==> src/rtl/spi_cfg_pkg.sv <==
// ============================================================================
// spi_cfg_pkg
// Shared types and constants for the PWM configuration SPI sequencer:
// FSM state encoding, frame field positions and register addresses.
// Revision: 1.0
// ============================================================================
`default_nettype none

package spi_cfg_pkg;

  typedef enum logic [1:0] {
    ST_IDLE  = 2'd0,
    ST_SETUP = 2'd1,
    ST_SHIFT = 2'd2,
    ST_GAP   = 2'd3
  } state_e;

  localparam int FRAME_W  = 16;
  localparam int CMD_W    = FRAME_W - 1;   // address + data, write bit implied
  localparam int RW_BIT   = 15;
  localparam int ADDR_MSB = 14;
  localparam int ADDR_LSB = 8;
  localparam int DATA_MSB = 7;
  localparam int DATA_LSB = 0;

  localparam int BIT_CNT_W = 5;
  localparam int DIV_CNT_W = 8;

  // PWM peripheral register map
  localparam logic [6:0] ADDR_EN_REG_OUT_7_0  = 7'h00;
  localparam logic [6:0] ADDR_EN_REG_OUT_15_8 = 7'h01;
  localparam logic [6:0] ADDR_EN_REG_PWM_7_0  = 7'h02;
  localparam logic [6:0] ADDR_EN_REG_PWM_15_8 = 7'h03;
  localparam logic [6:0] ADDR_PWM_DUTY_CYCLE  = 7'h04;

  // Assemble a write frame: write flag, address, data (MSB sent first)
  function automatic logic [FRAME_W-1:0] build_frame(input logic [6:0] addr,
                                                     input logic [7:0] data);
    logic [FRAME_W-1:0] f;
    f                     = '0;
    f[RW_BIT]             = 1'b1;
    f[ADDR_MSB:ADDR_LSB]  = addr;
    f[DATA_MSB:DATA_LSB]  = data;
    return f;
  endfunction

endpackage

`default_nettype wire

==> src/rtl/spi_cmd_fifo.sv <==
// ============================================================================
// spi_cmd_fifo
// Synchronous command FIFO with registered occupancy level. Pointers wrap
// naturally because the depth is a power of two.
// Revision: 1.0
// ============================================================================
`default_nettype none

module spi_cmd_fifo #(
  parameter int DEPTH = 4,
  parameter int WIDTH = 15,
  parameter int LVL_W = $clog2(DEPTH + 1)
) (
  input  logic             clk,
  input  logic             rst_n,
  input  logic             push,
  input  logic [WIDTH-1:0] push_data,
  input  logic             pop,
  output logic [WIDTH-1:0] head,
  output logic             full,
  output logic             empty,
  output logic [LVL_W-1:0] level
);

  localparam int PTR_W = (DEPTH > 1) ? $clog2(DEPTH) : 1;

  logic [WIDTH-1:0] mem_q [DEPTH];
  logic [PTR_W-1:0] wr_ptr_q, wr_ptr_d;
  logic [PTR_W-1:0] rd_ptr_q, rd_ptr_d;
  logic [LVL_W-1:0] level_q, level_d;
  logic             do_push, do_pop;

  assign full    = (level_q == LVL_W'(DEPTH));
  assign empty   = (level_q == '0);
  assign do_push = push & ~full;
  assign do_pop  = pop & ~empty;
  assign head    = mem_q[rd_ptr_q];
  assign level   = level_q;

  // Next pointer and level; simultaneous push and pop keep the level
  always_comb begin
    wr_ptr_d = wr_ptr_q;
    rd_ptr_d = rd_ptr_q;
    level_d  = level_q;
    if (do_push) wr_ptr_d = wr_ptr_q + PTR_W'(1);
    if (do_pop)  rd_ptr_d = rd_ptr_q + PTR_W'(1);
    case ({do_push, do_pop})
      2'b10:   level_d = level_q + LVL_W'(1);
      2'b01:   level_d = level_q - LVL_W'(1);
      default: level_d = level_q;
    endcase
  end

  // Pointer and level registers
  always_ff @(posedge clk or negedge rst_n) begin
    if (!rst_n) begin
      wr_ptr_q <= '0;
      rd_ptr_q <= '0;
      level_q  <= '0;
    end else begin
      wr_ptr_q <= wr_ptr_d;
      rd_ptr_q <= rd_ptr_d;
      level_q  <= level_d;
    end
  end

  // Storage array; contents need no reset since the level gates reads
  always_ff @(posedge clk) begin
    if (do_push) mem_q[wr_ptr_q] <= push_data;
  end

endmodule

`default_nettype wire

==> src/rtl/spi_cfg_sequencer.sv <==
// ============================================================================
// spi_cfg_sequencer
// Buffers register-write commands and serialises each as a 16-bit SPI
// mode-0 write frame with a slow SCLK suited to synchronising receivers.
// All pin outputs are registered from the current FSM state, so they trail
// the state register by one cycle.
// Revision: 1.0
// ============================================================================
`default_nettype none

module spi_cfg_sequencer
  import spi_cfg_pkg::*;
#(
  parameter int CLK_DIV    = 4,
  parameter int GAP_CYCLES = 8,
  parameter int FIFO_DEPTH = 4
) (
  input  logic                               clk,
  input  logic                               rst_n,
  input  logic                               req_valid,
  input  logic [6:0]                         req_addr,
  input  logic [7:0]                         req_data,
  output logic                               req_ready,
  output logic                               SCLK,
  output logic                               COPI,
  output logic                               nCS,
  output logic                               busy,
  output logic                               frame_done,
  output logic [$clog2(FIFO_DEPTH+1)-1:0]    fifo_level
);

  localparam int LVL_W = $clog2(FIFO_DEPTH + 1);
  localparam int GAP_W = $clog2(GAP_CYCLES + 1);
  localparam logic [DIV_CNT_W-1:0] DIV_RELOAD = DIV_CNT_W'(CLK_DIV - 1);
  localparam logic [GAP_W-1:0]     GAP_RELOAD = GAP_W'(GAP_CYCLES - 1);
  localparam logic [BIT_CNT_W-1:0] LAST_BIT   = BIT_CNT_W'(FRAME_W);

  state_e                 state_q, state_d;
  logic [DIV_CNT_W-1:0]   div_q, div_d;
  logic [BIT_CNT_W-1:0]   bit_q, bit_d;
  logic                   phase_q, phase_d;   // 0: SCLK high half, 1: low half
  logic [GAP_W-1:0]       gap_q, gap_d;
  logic [FRAME_W-1:0]     shreg_q, shreg_d;
  logic                   sclk_q, sclk_d;
  logic                   copi_q, copi_d;
  logic                   ncs_q, ncs_d;
  logic                   done_q, done_d;

  logic                   fifo_pop;
  logic                   fifo_full;
  logic                   fifo_empty;
  logic [CMD_W-1:0]       fifo_head;
  logic [LVL_W-1:0]       fifo_lvl;

  spi_cmd_fifo #(
    .DEPTH (FIFO_DEPTH),
    .WIDTH (CMD_W),
    .LVL_W (LVL_W)
  ) u_fifo (
    .clk       (clk),
    .rst_n     (rst_n),
    .push      (req_valid),
    .push_data ({req_addr, req_data}),
    .pop       (fifo_pop),
    .head      (fifo_head),
    .full      (fifo_full),
    .empty     (fifo_empty),
    .level     (fifo_lvl)
  );

  assign req_ready  = ~fifo_full;
  assign fifo_level = fifo_lvl;
  assign busy       = (state_q != ST_IDLE) | ~fifo_empty;
  assign SCLK       = sclk_q;
  assign COPI       = copi_q;
  assign nCS        = ncs_q;
  assign frame_done = done_q;

  // Next-state, counters, shifter and the pin values for the current state
  always_comb begin
    state_d  = state_q;
    div_d    = div_q;
    bit_d    = bit_q;
    phase_d  = phase_q;
    gap_d    = gap_q;
    shreg_d  = shreg_q;
    fifo_pop = 1'b0;

    case (state_q)
      ST_IDLE: begin
        if (!fifo_empty) begin
          fifo_pop = 1'b1;
          shreg_d  = build_frame(fifo_head[CMD_W-1:8], fifo_head[7:0]);
          div_d    = DIV_RELOAD;
          state_d  = ST_SETUP;
        end
      end
      ST_SETUP: begin
        if (div_q == '0) begin
          div_d   = DIV_RELOAD;
          phase_d = 1'b0;
          bit_d   = '0;
          state_d = ST_SHIFT;
        end else begin
          div_d = div_q - DIV_CNT_W'(1);
        end
      end
      ST_SHIFT: begin
        if (div_q != '0) begin
          div_d = div_q - DIV_CNT_W'(1);
        end else begin
          div_d = DIV_RELOAD;
          if (!phase_q) begin
            // Entering the low half: present the next bit (zero after bit 0)
            phase_d = 1'b1;
            shreg_d = {shreg_q[FRAME_W-2:0], 1'b0};
            bit_d   = bit_q + BIT_CNT_W'(1);
          end else if (bit_q == LAST_BIT) begin
            phase_d = 1'b0;
            gap_d   = GAP_RELOAD;
            state_d = ST_GAP;
          end else begin
            phase_d = 1'b0;
          end
        end
      end
      ST_GAP: begin
        if (gap_q == '0) state_d = ST_IDLE;
        else             gap_d   = gap_q - GAP_W'(1);
      end
      default: state_d = ST_IDLE;
    endcase

    ncs_d  = !((state_q == ST_SETUP) || (state_q == ST_SHIFT));
    sclk_d = (state_q == ST_SHIFT) && !phase_q;
    copi_d = ((state_q == ST_SETUP) || (state_q == ST_SHIFT)) ? shreg_q[FRAME_W-1] : 1'b0;
    done_d = (state_q == ST_GAP) && (gap_q == GAP_RELOAD);
  end

  // State, counters and registered pin outputs
  always_ff @(posedge clk or negedge rst_n) begin
    if (!rst_n) begin
      state_q <= ST_IDLE;
      div_q   <= '0;
      bit_q   <= '0;
      phase_q <= 1'b0;
      gap_q   <= '0;
      shreg_q <= '0;
      sclk_q  <= 1'b0;
      copi_q  <= 1'b0;
      ncs_q   <= 1'b1;
      done_q  <= 1'b0;
    end else begin
      state_q <= state_d;
      div_q   <= div_d;
      bit_q   <= bit_d;
      phase_q <= phase_d;
      gap_q   <= gap_d;
      shreg_q <= shreg_d;
      sclk_q  <= sclk_d;
      copi_q  <= copi_d;
      ncs_q   <= ncs_d;
      done_q  <= done_d;
    end
  end

endmodule

`default_nettype wire
==> config.mk <==
export PLATFORM = sky130hd
export DESIGN_NAME = spi_cfg_sequencer
export DESIGN_NICKNAME = d
export VERILOG_FILES = /design/src/rtl/spi_cfg_pkg.sv /design/src/rtl/spi_cmd_fifo.sv /design/src/rtl/spi_cfg_sequencer.sv
export SDC_FILE = /design/constraint.sdc
export NUM_CORES = 1
export LEC_CHECK = 0
export BUFFER_PORTS_ARGS = -buffer_cell sky130_fd_sc_hd__clkbuf_2
export CORE_ASPECT_RATIO = 2
export CORE_MARGIN = 3
export CORE_UTILIZATION = 25
export CTS_CLUSTER_SIZE = 24
export DETAILED_ROUTE_END_ITERATION = 6
export GPL_TIMING_DRIVEN = 0
export SYNTH_ARGS = -nofsm -noshare
export SYNTH_HDL_FRONTEND = slang
export SYNTH_SLANG_ARGS = --single-unit
==> constraint.sdc <==
create_clock -name clk -period 1.85 [get_ports clk]
set_clock_uncertainty 0.05 [all_clocks]
set_input_delay 0.185 -clock clk [delete_from_list [all_inputs] [get_ports clk]]
set_output_delay 0.185 -clock clk [all_outputs]
set_load 0.005 [all_outputs]
==> results of run 1 <==
-- metrics by stage --
stage | setup TNS [ns] | instance area (um2) | power, mW
6_report | -2.66 | 6350 | 11.8
3_3_place_gp | -6.67 | 5490 | 8.35
4_1_cts | -1.91 | 6160 | 11.5
2_1_floorplan | -0.546 | 5040 | 7.41
5_1_grt | -4.64 | 6350 | 12.5
3_5_place_dp | -9.20 | 5490 | 8.58
-- worst register-to-register path: cells and delay by family, from the launching register on --
kind            cells  cell delay [ns]
fa+ha+maj           1             0.18
flops               1             0.39
buf+inv             4             0.51
simple gates        1             0.14
mux                 1             0.33
compound gates      2             0.28
-- path summary, 6_finish.rpt --
| kind | depth (start not counted) | slack (ns) | start | endpoint |
|---|---|---|---|---|
| max in group asynchronous | 3 | 0.98 | rst_n | nCS$_DFF_PN1_ |
| min in group asynchronous | 2 | 0.23 | rst_n | div_q[6]$_DFFE_PN0P_ |
| setup / recovery | 9 | -0.15 | state_q[1]$_DFFE_PN0P_ | shreg_q[6]$_DFFE_PN0P_ |
| setup reg to reg | 9 | -0.15 | state_q[1]$_DFFE_PN0P_ | shreg_q[6]$_DFFE_PN0P_ |
| hold / removal | 1 | 0.01 | req_addr[1] | u_fifo.mem_q[2][9]$_DFFE_PP_ |
| hold reg to reg | 1 | 0.46 | shreg_q[14]$_DFFE_PN0P_ | shreg_q[14]$_DFFE_PN0P_ |
-- cell type report --
type / instances / area (um2) / share of cell area
Timing Repair Buffer: 67 / 487 / 0.0767
Inverter: 22 / 86.3 / 0.0136
Clock inverter: 4 / 52.6 / 0.00828
Multi-Input combinational cell: 191 / 2010 / 0.317
Tap cell: 259 / 324 / 0.0510
Clock buffer: 12 / 289 / 0.0455
Buffer: 10 / 118 / 0.0185
Sequential cell: 107 / 2980 / 0.470
-- power groups by stage --
stage	registers [mW]	clock network, mW	logic, mW
after global placement	3.81	0	4.54
after global routing	3.87	2.23	6.45
after detailed placement	3.85	0	4.73
after CTS	3.78	2.14	5.53
final	3.79	2.10	5.96
after floorplan	3.74	0	3.67
-- Yosys cell counts (all sizes together) (2+ instances only) --
cell     n
nor2    13
and2     3
or2      2
mux4    15
edfxtp  60
dfrtp   46
and3     6
nand4b   2
a31oi    6
a21oi    8
buf      7
o21ai   11
ha      16
mux2    29
a311o    3
nand2   14
clkbuf   6
nand2b   4
nor4     2
nand3    5
or4      2
a41oi    2
nor3b    5
nor3     4
inv     22
a22o     5
mux2i    3
xnor2    6
xor2     4
-- routing by layer --
metal	vias up	GRT usage
met5	-	0
met4	0	0.0560
met3	19	0.0182
met2	49	0.198
met1	1597	0.0951
li1	1407	-
-- cell families (layout without fill, tap and decap cells) --
group	Yosys count	after routing	synth area share
DFF	107	107	0.598
and+or+nand+nor	70	70	0.0877
AOI/OAI and AO/OA	47	47	0.0716
muxes	47	47	0.146
buffers and inverters	35	115	0.0342
adders and majority gates	17	17	0.0442
xor gates and xnor gates	10	10	0.0176
-- registers in the layout, indices dropped and copies added, names as in the netlist, 2 cells and up --
signal and cells:
shreg_q 16, u_fifo.rd_ptr_q 2, u_fifo.mem_q 60, div_q 8, gap_q 4, u_fifo.level 3, bit_q 5, u_fifo.wr_ptr_q 2
state_q 2
-- what timing repair did --
action | CTS | global route
endpoints found under the hold margin | 14 | 13
pin swaps | 7 | 6
hold buffers | 4 | 1
resized for setup | 23 | 27
buffers inserted | 27 | 7
gates cloned | 1 | 0
endpoints found under the setup margin | 66 | 51
==> flow_metrics.py, run 1 <==
metrics = {
    "place": {
        "dp.cells": 618,
        "port_buffers": 26,
        "globalplace.congestion": 0.806,
        "post-dp-hpwl_um": 7000,
        "pre_cts_slack_ns": -0.411,
    },
    "logic_synthesis": {
        "synth_edf_count": 60,
        "synth-async-reset-ratio": 0.439,
        "synthFlopType": "edfxtp_1",
        "synth_cell_type_count": 64,
        "synth_seq_area_share": 0.598,
        "syn_avg_cell_area_um2": 15.0,
        "synth_seq_cells": 107,
        "ys_warn_count": 0,
        "synth_top_cells_by_area": "edfxtp_1, dfrtp_1, mux4_2",
        "yosysTopAreaCellShare": 0.362,
        "netlist_instances": 333,
        "syn_nets": 368,
        "yosysTopAreaCell": "edfxtp_1",
        "netlist_area_um2": 4980,
    },
    "worst_hold_path": {
        "hold_class": "input port to register",
    },
    "finish": {
        "fin_cells": 672,
        "fin_util": 0.326,
        "drive_above_1_share": 0.443,
        "fin_nets": 443,
        "final_common_cell": "edfxtp_1",
        "antenna_cells": 0,
        "mostFrequentLayoutCells": "edfxtp_1, dfrtp_1, buf_4",
        "nFillCells": 1938,
        "syn_to_final_growth_pct": 27.5,
    },
    "worst_setup_path": {
        "crit_path_start_kind": "register",
        "crit_chain": "inv_2, ha_4, buf_4, nor4b_4, inv_2, o21ai_4, a21oi_4, buf_12, mux2_2",
        "cpPeakStageDelay_ns": 0.39,
        "cp-end-kind": "register",
        "cp_data_arrival_time_ns": 2.18,
        "path_max_fanout": 6,
        "crit_path_top_delay_cell": "dfrtp_1",
        "worstPathRequired_ns": 2.03,
        "path_class": "register to register",
        "critical_path_buf_inv_count": 4,
        "critPathMostFrequentCell": "inv_2",
        "path_delay_family": "buffers and inverters",
    },
    "floorplanning": {
        "die_height_um": 206,
        "dieArea_um2": 21700,
        "initial_core_util": 0.256,
        "coreArea_um2": 19500,
        "die_w_um": 106,
        "rows": 72,
        "ioPinCount": 27,
    },
    "job": {
        "drv_cap": 0,
    },
    "sta": {
        "rsz0062_at_grt": "true",
        "period_share": 1.08,
        "slew_headroom": 0.703,
        "finalCriticalPeriod_ns": 2.00,
        "slew_viol_final": 0,
        "whs_ns": 0.0124,
        "worst_slack_ns": -0.151,
        "finalHoldViolations": 0,
        "max_freq_mhz": 500,
        "tightest_slew_ns": 0.446,
        "finalSetupViolCount": 22,
    },
    "grt": {
        "globalRouteTotalUtil": 0.100,
        "grt_start_max_net_pins": 48,
        "grt_pass1_wl_um": 16900,
        "antenna_found_initial": 0,
        "overflow": 0,
        "grt_pass1_vias": 3379,
    },
    "run_status": {
        "violations": "setup timing",
        "outcome": "finished, violations left",
    },
    "cts": {
        "cts_max_path_buffers": 2,
        "clkTransAtPathRegs_ns": 0.08,
        "worstSkewPairLatency_ns": 0.35,
        "numClockSinks": 107,
        "numCtsBuffers": 9,
        "htreeDepth": 3,
        "cts_tree": "done",
        "cts_root_buf": "clkbuf_16",
    },
    "routing": {
        "wirelength_um": 10600,
        "met2_length_um": 6390,
        "viasPerCell": 4.57,
        "drtIter0Drc": 112,
        "antenna_left": 0,
        "wl_per_cell_um": 15.8,
        "top_layer": "met4",
        "firstDrtPassIters": 4,
        "wl_met1_um": 3650,
        "post-route-drc-count": 0,
        "num_vias": 3072,
        "route.met3.wl_um": 237,
    },
    "pwr": {
        "pwr-share-comb": 0.503,
        "swShare": 0.348,
        "power_density_nw_per_um2": 1870,
        "intPower_mw": 7.73,
        "pwr-share-seq": 0.320,
        "leakage_nw": 2.45,
        "pwr-share-clk": 0.177,
        "power.switching_mw": 4.12,
        "vdd_drop_max_mv": 0.559,
    },
}
Note: power is estimated with default switching activity, not from simulation.
==> run 2, diff against run 1 <==
--- a/config.mk
+++ b/config.mk
@@ -9,9 +9,11 @@
 export CORE_ASPECT_RATIO = 2
 export CORE_MARGIN = 3
 export CORE_UTILIZATION = 25
-export CTS_CLUSTER_SIZE = 24
+export CTS_CLUSTER_SIZE = 8
 export DETAILED_ROUTE_END_ITERATION = 6
 export GPL_TIMING_DRIVEN = 0
+export HOLD_SLACK_MARGIN = 0.08
+export SLEW_MARGIN = 20
 export SYNTH_ARGS = -nofsm -noshare
 export SYNTH_HDL_FRONTEND = slang
 export SYNTH_SLANG_ARGS = --single-unit
==> run 2 against run 1 <==
  * The run still ends with setup timing left
  * Clock power about the same
  * Combinational power about the same
  * Utilization rose by 0.48 points
  * Design area grew 1.5%
  * Sequential power barely moved
  * Critical path type unchanged
  * Largest power group unchanged
==> flow_metrics.py, run 2 (synthesized netlist as in run 1, its figures left out) <==
metrics = {
    "place": {
        "port_buffers": 26,
        "post-dp-hpwl_um": 7000,
        "globalplace.congestion": 0.806,
        "pre_cts_slack_ns": -0.411,
        "dp.cells": 618,
    },
    "floorplanning": {
        "dieArea_um2": 21700,
        "die_w_um": 106,
        "ioPinCount": 27,
        "coreArea_um2": 19500,
        "die_height_um": 206,
        "initial_core_util": 0.256,
        "rows": 72,
    },
    "worst_setup_path": {
        "crit_path_top_delay_cell": "dfrtp_1",
        "crit_chain": "inv_2, ha_4, buf_4, nor4b_4, inv_2, o21ai_4, a21oi_4, buf_12, mux2_2",
        "crit_path_start_kind": "register",
        "cp_data_arrival_time_ns": 2.18,
        "worstPathRequired_ns": 2.03,
        "critPathMostFrequentCell": "inv_2",
        "cp-end-kind": "register",
        "cpPeakStageDelay_ns": 0.39,
        "path_class": "register to register",
        "path_max_fanout": 6,
    },
    "sta": {
        "tightest_slew_ns": 0.681,
        "finalHoldViolations": 0,
        "max_freq_mhz": 500,
        "slew_viol_final": 0,
        "slew_headroom": 0.546,
        "period_share": 1.08,
        "finalCriticalPeriod_ns": 2.00,
        "rsz0062_at_grt": "true",
        "worst_slack_ns": -0.151,
        "finalSetupViolCount": 22,
    },
    "pwr": {
        "vdd_drop_max_mv": 0.561,
        "power_density_nw_per_um2": 1840,
        "pwr-share-seq": 0.319,
        "pwr-share-comb": 0.503,
        "power.switching_mw": 4.12,
        "swShare": 0.348,
        "power.total_mw": 11.9,
        "intPower_mw": 7.74,
        "leakage_nw": 2.49,
        "pwr-share-clk": 0.177,
    },
    "finish": {
        "largest_register": "u_fifo.mem_q",
        "fin_cells": 682,
        "mostFrequentLayoutCells": "edfxtp_1, dfrtp_1, buf_4",
        "largest_reg_flops": 60,
        "final_common_cell": "edfxtp_1",
        "drive_above_1_share": 0.430,
        "reg_top3": "u_fifo.mem_q: 60 flops, shreg_q: 16 flops, div_q: 8 flops",
        "syn_to_final_growth_pct": 29.4,
        "fin_nets": 453,
        "antenna_cells": 0,
    },
    "cts": {
        "worstSkewPairLatency_ns": 0.35,
        "clkTransAtPathRegs_ns": 0.08,
        "numClockSinks": 107,
        "cts_root_buf": "clkbuf_16",
        "htreeDepth": 3,
        "cts_max_path_buffers": 2,
        "cts_tree": "done",
        "numCtsBuffers": 9,
    },
    "grt": {
        "antenna_found_initial": 0,
        "globalRouteTotalUtil": 0.101,
        "grt_pass1_vias": 3420,
        "grt_start_max_net_pins": 48,
        "grt_pass1_wl_um": 17100,
        "overflow": 0,
    },
    "routing": {
        "num_vias": 3111,
        "antenna_left": 0,
        "wirelength_um": 10700,
        "post-route-drc-count": 0,
        "firstDrtPassIters": 4,
        "drtIter0Drc": 119,
        "wl_per_cell_um": 15.7,
        "viasPerCell": 4.56,
    },
    "worst_hold_path": {
        "hold_class": "input port to register",
    },
    "run_status": {
        "violations": "setup timing",
        "outcome": "finished, violations left",
    },
    "job": {
        "drv_cap": 0,
    },
}
run 2: cell count changes in the layout (fill, tap and decap cells not counted):
cell / previous run / this run
buf_12: 3 / 2
buf_2: 1 / 0
clkbuf_4: 1 / 2
dlygate4sd3_1: 5 / 16
run 2: path summary, 6_finish.rpt:
path	start	end	slack, ns	depth (start not counted)
hold / removal	req_valid	u_fifo.wr_ptr_q[0]$_DFFE_PN0P_	0.18	3
setup reg to reg	state_q[1]$_DFFE_PN0P_	shreg_q[6]$_DFFE_PN0P_	-0.15	9
setup / recovery	state_q[1]$_DFFE_PN0P_	shreg_q[6]$_DFFE_PN0P_	-0.15	9
hold reg to reg	shreg_q[14]$_DFFE_PN0P_	shreg_q[14]$_DFFE_PN0P_	0.46	1
max in group asynchronous	rst_n	u_fifo.level[0]$_DFFE_PN0P_	0.88	2
min in group asynchronous	rst_n	bit_q[0]$_DFFE_PN0P_	0.39	2
run 2: final cells by class:
class,instances,area [um2]
clock inverters,4,52.6
inverters,22,86.3
plain buffers,10,118
repair buffers,77,579
fillers,1932,13000
multi-input cells,191,2010
clock buffers,12,289
well taps,259,324
flip-flops and latches,107,2980
run 2: worst max-delay path: cells and delay by family (launching register included):
family                   cells  cell delay, ns
AO/OA/AOI/OAI                2            0.27
adder cells (fa/ha/maj)      1            0.17
AND/OR/NAND/NOR              1            0.13
buffers and inverters        4            0.51
flip-flops                   1            0.39
multiplexers                 1            0.33
run 2: what timing repair did:
item                       in CTS  in global routing
hold endpoints to repair      106                  0
setup buffers                  27                  7
hold buffers                   16                  0
resized for setup              23                 27
pin swaps                       7                  6
setup endpoints to repair      66                 51
cloned                          1                  0
run 2: stage by stage:
stage / utilization / hold slack, ns / cell area (um2) / TNS (ns)
5_1_grt: 0.331 / 0.172 / 6440 / -4.63
2_1_floorplan: - / -0.161 / 5040 / -0.546
4_1_cts: 0.323 / 0.163 / 6290 / -1.91
6_report: 0.331 / 0.175 / 6440 / -2.64
3_3_place_gp: 0.282 / 0.349 / 5490 / -6.67
3_5_place_dp: 0.282 / 0.247 / 5490 / -9.20
run 2: power by group through the flow:
stage / logic (mW) / registers (mW) / clock network [mW]
CTS: 5.55 / 3.78 / 2.14
global placement: 4.54 / 3.81 / 0
finish: 5.97 / 3.79 / 2.10
detailed placement: 4.73 / 3.85 / 0
global route: 6.47 / 3.87 / 2.23
floorplan: 3.67 / 3.74 / 0
run 2: metal layers:
layer / wire length [um] / vias up / track usage
met3: 264 / 23 / 0.0176
li1: - / 1424 / -
met2: 6380 / 60 / 0.199
met4: 367 / 0 / 0.0588
met5: 0 / - / 0
met1: 3680 / 1604 / 0.0965
